<file path="config.mk">
export PLATFORM = sky130hd
export DESIGN_NAME = adiabatic_inv_pipe
export DESIGN_NICKNAME = d
export VERILOG_FILES = /design/src/rtl/adiabatic_inv_pipe.sv
export SDC_FILE = /design/constraint.sdc
export NUM_CORES = 1
export LEC_CHECK = 0
export ABC_AREA = 1
export CORE_MARGIN = 2
export CORE_UTILIZATION = 45
export CTS_CLUSTER_SIZE = 20
export DETAILED_ROUTE_END_ITERATION = 12
export PLACE_DENSITY = 0.8
export RECOVER_POWER = 25
export REMOVE_ABC_BUFFERS = 1
export SLEW_MARGIN = 20
export SYNTH_ARGS = -nofsm -noshare
export SYNTH_HDL_FRONTEND = slang
export SYNTH_SLANG_ARGS = --single-unit
</file>
<file path="constraint.sdc">
create_clock -name clk -period 1.79 [get_ports clk]
set_clock_uncertainty 0.2 [all_clocks]
set_input_delay 0.179 -clock clk [delete_from_list [all_inputs] [get_ports clk]]
set_output_delay 0.179 -clock clk [all_outputs]
set_load 0.02 [all_outputs]
</file>
<file path="src/rtl/adiabatic_inv_pipe.sv">
// rtl/adiabatic_inv_pipe.sv - cycle-level adiabatic inverter pipeline on a four-phase power clock
// Optional feature macro: ADIABATIC_INV_RECOV_CNT_EN (recovered-charge counter on recov_cnt).
module adiabatic_inv_pipe #(
  parameter int WIDTH  = 8,
  parameter int STAGES = 4
) (
  input  logic              clk,
  input  logic              rst,
  input  logic              en,
  input  logic              in_valid,
  input  logic [WIDTH-1:0]  in_data,
  output logic              in_ready,
  output logic              out_valid,
  output logic [WIDTH-1:0]  out_data,
  output logic [1:0]        phase,
  output logic [STAGES-1:0] stage_hold,
  output logic [15:0]       recov_cnt
);

  // Global power-clock phase: 0 EVAL, 1 HOLD, 2 RECOVER, 3 WAIT
  logic [1:0] ph;

  // Per-stage node state; nonzero only while that stage is in HOLD
  logic [STAGES-1:0]            val;
  logic [STAGES-1:0][WIDTH-1:0] dat;

  // Local phase of each stage and the value offered by its predecessor
  logic [1:0]                   sph [STAGES];
  logic [STAGES-1:0]            up_val;
  logic [STAGES-1:0][WIDTH-1:0] up_dat;

  // Stage k lags the global phase by k, so it evaluates while stage k-1 holds
  always_comb begin
    for (int k = 0; k < STAGES; k++) begin
      sph[k] = ph - 2'(k);
    end
  end

  // Stage 0 is fed from the input port, every later stage from its predecessor's node
  always_comb begin
    up_val    = '0;
    up_dat    = '0;
    up_val[0] = in_valid;
    up_dat[0] = in_data;
    for (int k = 1; k < STAGES; k++) begin
      up_val[k] = val[k-1];
      up_dat[k] = dat[k-1];
    end
  end

  // HOLD indicator per stage, derived directly from the global phase
  always_comb begin
    stage_hold = '0;
    for (int k = 0; k < STAGES; k++) begin
      stage_hold[k] = (sph[k] == 2'd1);
    end
  end

  assign in_ready  = (ph == 2'd0);
  assign phase     = ph;
  assign out_valid = val[STAGES-1];
  assign out_data  = dat[STAGES-1];

  // Phase advance plus charge (EVAL) and recovery (every other phase) of each stage node
  always_ff @(posedge clk) begin
    if (rst) begin
      ph  <= 2'd0;
      val <= '0;
      dat <= '0;
    end else if (en) begin
      ph <= ph + 2'd1;
      for (int k = 0; k < STAGES; k++) begin
        if (sph[k] == 2'd0) begin
          val[k] <= up_val[k];
          dat[k] <= up_val[k] ? ~up_dat[k] : '0;
        end else begin
          // HOLD ends in recovery; RECOVER and WAIT simply keep the node discharged
          val[k] <= 1'b0;
          dat[k] <= '0;
        end
      end
    end
  end

`ifdef ADIABATIC_INV_RECOV_CNT_EN
  logic [15:0] cnt;
  logic [31:0] add;
  logic [32:0] tot;

  // Charge returned this edge: set bits of every valid node that is leaving HOLD
  always_comb begin
    add = '0;
    for (int k = 0; k < STAGES; k++) begin
      for (int b = 0; b < WIDTH; b++) begin
        if (sph[k] == 2'd1 && val[k] && dat[k][b]) begin
          add = add + 32'd1;
        end
      end
    end
    tot = {17'd0, cnt} + {1'b0, add};
  end

  // Saturating accumulator of recovered charge, frozen while the power clock is stopped
  always_ff @(posedge clk) begin
    if (rst) begin
      cnt <= '0;
    end else if (en) begin
      cnt <= (|tot[32:16]) ? 16'hFFFF : tot[15:0];
    end
  end

  assign recov_cnt = cnt;
`else
  assign recov_cnt = '0;
`endif

endmodule

</file>
==> impl_metrics.env, run 1 <==
export IMPL_power_leakage_nw=0.791
export IMPL_synth_edff_count=0
export IMPL_p_sw_uw=443
export IMPL_dieWidth_um=68.2
export IMPL_max_slew_margin_rel=0.529
export IMPL_finalInstanceArea_um2=2130
export IMPL_placed_area_um2=2050
export IMPL_ys_seq_elements=38
export IMPL_cts_buffers=5
export IMPL_setup_viol=0
export IMPL_final_hold_violation_count=0
export IMPL_period_share=0.960
export IMPL_slowest_delay_ns=0.35
export IMPL_yosys_top_cells_count="nand2_1, a21oi_1, dfxtp_1"
export IMPL_first_pass_iters=4
export IMPL_cts_tree="done"
export IMPL_grt_total_usage=0.163
export IMPL_fp_dieH_um=68.2
export IMPL_grt_pass1_vias=1394
export IMPL_p_int_mw=1.34
export IMPL_drv_cap=0
export IMPL_start_kind="flip-flop"
export IMPL_vias=1505
export IMPL_crit_buf_inv=2
export IMPL_std_cell_rows=23
export IMPL_rsz0062_at_grt="false"
export IMPL_clkPwrFrac=0.397
export IMPL_hold_class="flip-flop to flip-flop"
export IMPL_yosysMostFrequentCell="nand2_1"
export IMPL_tightest_slew_ns=0.707
export IMPL_core_area_um2=3970
export IMPL_dieArea_um2=4650
export IMPL_tns_ns=0
export IMPL_synth_area_leaders="dfxtp_1, buf_4, nand4_1, a21oi_1, nand2_1"
export IMPL_cp_top_family="buffers and inverters"
export IMPL_worst_path_max_delay_cell="dfxtp_1"
export IMPL_p_comb_frac=0.116
export IMPL_final_antenna_net_count=0
export IMPL_areaGrowthSynthToFinish_pct=15.0
export IMPL_routedWlPerCell_um=10.9
export IMPL_vias_per_cell=4.93
export IMPL_status="finished, final reports clean"
export IMPL_cp_cell_sequence="buf_4 > ha_1 > dlygate4sd2_1"
export IMPL_diodes=0
export IMPL_arrival_ns=1.34
export IMPL_vdd_ir_drop_worst_mv=0.494
export IMPL_fmax_mhz=582
export IMPL_synth_cells=239
export IMPL_min_period_ns=1.72
export IMPL_p_seq_frac=0.487
export IMPL_cts_htree_levels=2
export IMPL_syn_avg_cell_area_um2=7.76
export IMPL_insertion_delay_ns=0.29
export IMPL_dp_hpwl_um=2190
export IMPL_drive_gt1_frac=0.0784
export IMPL_swShare=0.248
export IMPL_yosysSeqAreaShare=0.410
export IMPL_root_buffer="clkbuf_8"
export IMPL_required_ns=1.41
export IMPL_utilization=0.537
export IMPL_hold_ws_ns=0.264
export IMPL_synth_largest_area_cell="dfxtp_1"
export IMPL_cts_setup_buffers=0
export IMPL_clock_sinks=38
export IMPL_critPathMaxFanout=3
export IMPL_port_buffers=27
export IMPL_finalPower_mw=1.79
export IMPL_grt_pass1_wl_um=5670
export IMPL_yosys_warnings=0
export IMPL_io_pins=44
export IMPL_grt_overflow=0
export IMPL_netlist_area_um2=1850
export IMPL_yosysTopAreaCellShare=0.410
export IMPL_wirelength_um=3320
export IMPL_antenna_found_initial=0
export IMPL_grt_max_degree=39
export IMPL_drt_iter0_markers=56
export IMPL_initial_core_util=0.467
export IMPL_synth_cell_types=14
export IMPL_fin_nets=273
export IMPL_drc=0
export IMPL_p_per_area_nw_per_um2=838
export IMPL_end_kind="primary output"
export IMPL_clk_pin_slew_ns=0.08
export IMPL_ys_flop_type="dfxtp_1"
export IMPL_clk_path_buf_depth=2
export IMPL_place_congestion=0.717
export IMPL_cts_hold_buf=0
export IMPL_synthArstFlopShare=0
export IMPL_drv_slew=0
export IMPL_critPathKind="flip-flop to primary output"
## layout by cell type, fill, tap and decap left out
master	netlist	final
clkinv_2	0	2
nand2_1	40	40
nand4_1	32	32
buf_12	0	2
clkinv_1	0	1
buf_4	29	7
dlygate4sd2_1	0	4
clkbuf_8	0	5
conb_1	1	16
bufinv_16	0	1
ha_1	7	7
clkbuf_2	0	2
nand3_1	4	4
dlymetal6s2s_1	0	1
dfxtp_1	38	37
clkdlybuf4s50_1	0	21
dfxtp_2	0	1
inv_1	34	34
a21oi_1	38	38
## cells by family after synthesis
logic type,Yosys count,synth area share
DFF,38,0.410
adders and majority gates,7,0.0472
buffers and inverters,79,0.238
and+or+nand+nor,76,0.200
other,1,0.00202
AOI/OAI and AO/OA,38,0.103
## final timing paths
check                    from       endpoint  cells past startpoint  slack (ns)
hold reg to reg   out_data[3]    out_data[3]                      2        0.26
setup reg to reg     phase[0]        dat[19]                      5        0.39
setup / recovery     phase[0]  stage_hold[2]                      3        0.07
hold / removal    out_data[3]    out_data[3]                      2        0.26
## worst reg2reg max path, cell delays in order (launching register included)
cell and delay (ns):
dfxtp_1 0.33, inv_1 0.13, ha_1 0.26, buf_4 0.18, nand4_1 0.11, a21oi_1 0.14
## final cells by class
cell class | instances | area [um2]
inverter | 35 | 131
clock inverter | 3 | 40.0
timing repair buffer | 37 | 360
clock buffer | 5 | 68.8
tap | 50 | 62.6
sequential | 38 | 762
fill | 360 | 1840
multi-input combinational | 137 | 708
## stage by stage
stage                     instances  setup slack (ns)
after detailed placement        297            0.0831
after floorplan                 210             0.160
after global routing            305            0.0116
final                           305            0.0711
after CTS                       305            0.0188
after global placement          297             0.121
## routing by layer
metal	vias up	GRT usage	share of wire	wire length (um)
met4	0	0.0750	0.023	76
met1	689	0.179	0.45	1490
met2	36	0.280	0.48	1600
li1	769	-	-	-
met5	-	0	0	0
met3	11	0.0576	0.046	154
## power by group through the flow
stage	registers, mW	clock network [mW]	logic [mW]
3_3_place_gp	0.888	0	0.215
5_1_grt	0.871	0.763	0.229
4_1_cts	0.869	0.726	0.212
2_1_floorplan	0.891	0	0.0952
3_5_place_dp	0.889	0	0.217
6_report	0.870	0.709	0.207
## what timing repair did
action	in CTS	in global routing
resized for setup	6	3
endpoints found under the setup margin	5	2
cloned	0	0
## state kept, by name (all words and copies together) (netlist names)
signal,cells
dat,24
out_data,8
val,4
phase,2
(Power assumes the default switching activity.)
==> run 2: changes to the inputs <==
--- a/config.mk
+++ b/config.mk
@@ -6,11 +6,11 @@
 export NUM_CORES = 1
 export LEC_CHECK = 0
 export ABC_AREA = 1
-export CORE_MARGIN = 2
-export CORE_UTILIZATION = 45
+export CORE_UTILIZATION = 49
 export CTS_CLUSTER_SIZE = 20
 export DETAILED_ROUTE_END_ITERATION = 12
-export PLACE_DENSITY = 0.8
+export HOLD_SLACK_MARGIN = 0.15
+export PLACE_DENSITY = 0.86
 export RECOVER_POWER = 25
 export REMOVE_ABC_BUFFERS = 1
 export SLEW_MARGIN = 20
==> run 2 against run 1 <==
Critical path type unchanged. Total power decreased by 7.9%. Largest cell class unchanged. Cell count decreased by 2.3%. Core utilization increased by 6.6 points. Sequential share of layout area increased by 0.74 points. Combinational power about the same.
==> impl_metrics.env, run 2 (synthesis gave the netlist of run 1 again) <==
export IMPL_status="finished, final reports clean"
export IMPL_port_buffers=27
export IMPL_grt_overflow=0
export IMPL_tns_ns=0
export IMPL_initial_core_util=0.535
export IMPL_swShare=0.252
export IMPL_dp_hpwl_um=2110
export IMPL_power_leakage_nw=0.757
export IMPL_end_kind="primary output"
export IMPL_drive_gt1_frac=0.0714
export IMPL_clock_sinks=38
export IMPL_first_pass_iters=4
export IMPL_p_seq_frac=0.530
export IMPL_critPathMaxFanout=5
export IMPL_grt_total_usage=0.175
export IMPL_std_cell_rows=21
export IMPL_reg2reg_depth=5
export IMPL_hold_class="flip-flop to flip-flop"
export IMPL_start_kind="flip-flop"
export IMPL_grt_pass1_wl_um=5520
export IMPL_diodes=0
export IMPL_p_sw_uw=415
export IMPL_routedWlPerCell_um=10.9
export IMPL_fmax_mhz=586
export IMPL_drv_slew=0
export IMPL_hold_path_depth=2
export IMPL_antenna_found_initial=0
export IMPL_min_period_ns=1.71
export IMPL_root_buffer="clkbuf_8"
export IMPL_grt_pass1_vias=1331
export IMPL_regMostFlops="dat"
export IMPL_drc=0
export IMPL_grt_max_degree=39
export IMPL_required_ns=1.41
export IMPL_io_pins=44
export IMPL_fin_nets=272
export IMPL_clk_pin_slew_ns=0.07
export IMPL_final_hold_violation_count=0
export IMPL_vdd_ir_drop_worst_mv=0.440
export IMPL_p_comb_frac=0.124
export IMPL_fp_dieH_um=63.5
export IMPL_min_delay_start="out_data[7]"
export IMPL_fin_ws_ns=0.0837
export IMPL_largest_register_ffs=24
export IMPL_cts_buffers=5
export IMPL_drv_cap=0
export IMPL_clk_path_buf_depth=2
export IMPL_slowest_delay_ns=0.37
export IMPL_insertion_delay_ns=0.29
export IMPL_p_int_mw=1.23
export IMPL_arrival_ns=1.33
export IMPL_max_slew_margin_rel=0.522
export IMPL_regToRegSetupSlack_ns=0.34
export IMPL_cp_cell_sequence="inv_1 > ha_1 > dlygate4sd2_1"
export IMPL_critPathKind="flip-flop to primary output"
export IMPL_final_antenna_net_count=0
export IMPL_drt_iter0_markers=82
export IMPL_layout_commonest_cell="nand2_1"
export IMPL_r2r_start="phase[0]"
export IMPL_period_share=0.953
export IMPL_placed_area_um2=2030
export IMPL_dieArea_um2=4030
export IMPL_nFillCells=314
export IMPL_place_congestion=0.749
export IMPL_cts_tree="done"
export IMPL_areaGrowthSynthToFinish_pct=12.9
export IMPL_cts_htree_levels=2
export IMPL_wirelength_um=3240
export IMPL_rsz0062_at_grt="false"
export IMPL_utilization=0.604
export IMPL_core_area_um2=3470
export IMPL_r2r_end="dat[16]"
export IMPL_p_per_area_nw_per_um2=786
export IMPL_finalInstanceArea_um2=2090
export IMPL_dieWidth_um=63.5
export IMPL_min_to="out_data[7]"
export IMPL_dp_slack_ns=0.0282
export IMPL_vias=1492
export IMPL_tightest_slew_ns=0.717
export IMPL_layout_common_cells="nand2_1, a21oi_1, dfxtp_1"
export IMPL_vias_per_cell=5.01
export IMPL_clkPwrFrac=0.346
export IMPL_setup_viol=0
export IMPL_worst_path_max_delay_cell="dfxtp_2"
==> run 2: worst max-delay path by stage <==
| stage | start | end | slack [ns] | depth (start not counted) |
|---|---|---|---|---|
| final | phase[0] | in_ready | 0.08 | 3 |
| after global routing | en | dat[6] | 0.01 | 5 |
| after CTS | phase[0] | stage_hold[1] | 0.02 | 3 |
| after detailed placement | phase[0] | stage_hold[1] | 0.03 | 3 |
| after global placement | phase[0] | stage_hold[1] | 0.09 | 3 |
| after floorplan | phase[0] | dat[0] | 0.16 | 4 |
==> run 2: worst max-delay path: cells and delay by family (launching register included) <==
| kind | cells | cell delay (ns) |
|---|---|---|
| adder cells (fa/ha/maj) | 1 | 0.24 |
| buffers and inverters | 2 | 0.44 |
| flip-flops | 1 | 0.37 |
==> run 2: through the flow <==
stage | hold WS (ns) | power [mW] | std cells
6_report | 0.265 | 1.64 | 298
5_1_grt | 0.284 | 1.71 | 298
4_1_cts | 0.268 | 1.66 | 298
3_5_place_dp | 0.258 | 1.10 | 292
3_3_place_gp | 0.255 | 1.10 | 292
2_1_floorplan | 0.0481 | 0.987 | 210
==> run 2: metal layers <==
layer	wire, um	track usage	share of wire	up-vias
met3	113	0.0562	0.035	6
met2	1550	0.297	0.48	27
met1	1520	0.198	0.47	697
met5	0	0	0	-
met4	53	0.0767	0.016	0
li1	-	-	-	762
==> run 2: timing repair <==
action,4_1_cts,5_1_grt
cloned,0,0
buffers inserted,0,0
gates resized for setup,6,3
hold buffers,0,0
setup endpoints to repair,5,4
==> run 2: power by group through the flow <==
stage | combinational (mW) | clock [mW] | sequential, mW
after floorplan | 0.0952 | 0 | 0.891
after detailed placement | 0.213 | 0 | 0.890
after CTS | 0.208 | 0.581 | 0.871
final | 0.204 | 0.570 | 0.871
after global placement | 0.211 | 0 | 0.888
after global routing | 0.222 | 0.621 | 0.872
==> run 2: cell type report <==
cell class	count	area (um2)	area share
multi-input combinational	137	708	0.338
tap	46	57.6	0.0275
sequential	38	763	0.365
timing repair buffer	36	350	0.167
clock buffer	6	82.6	0.0395
inverter	35	131	0.0628
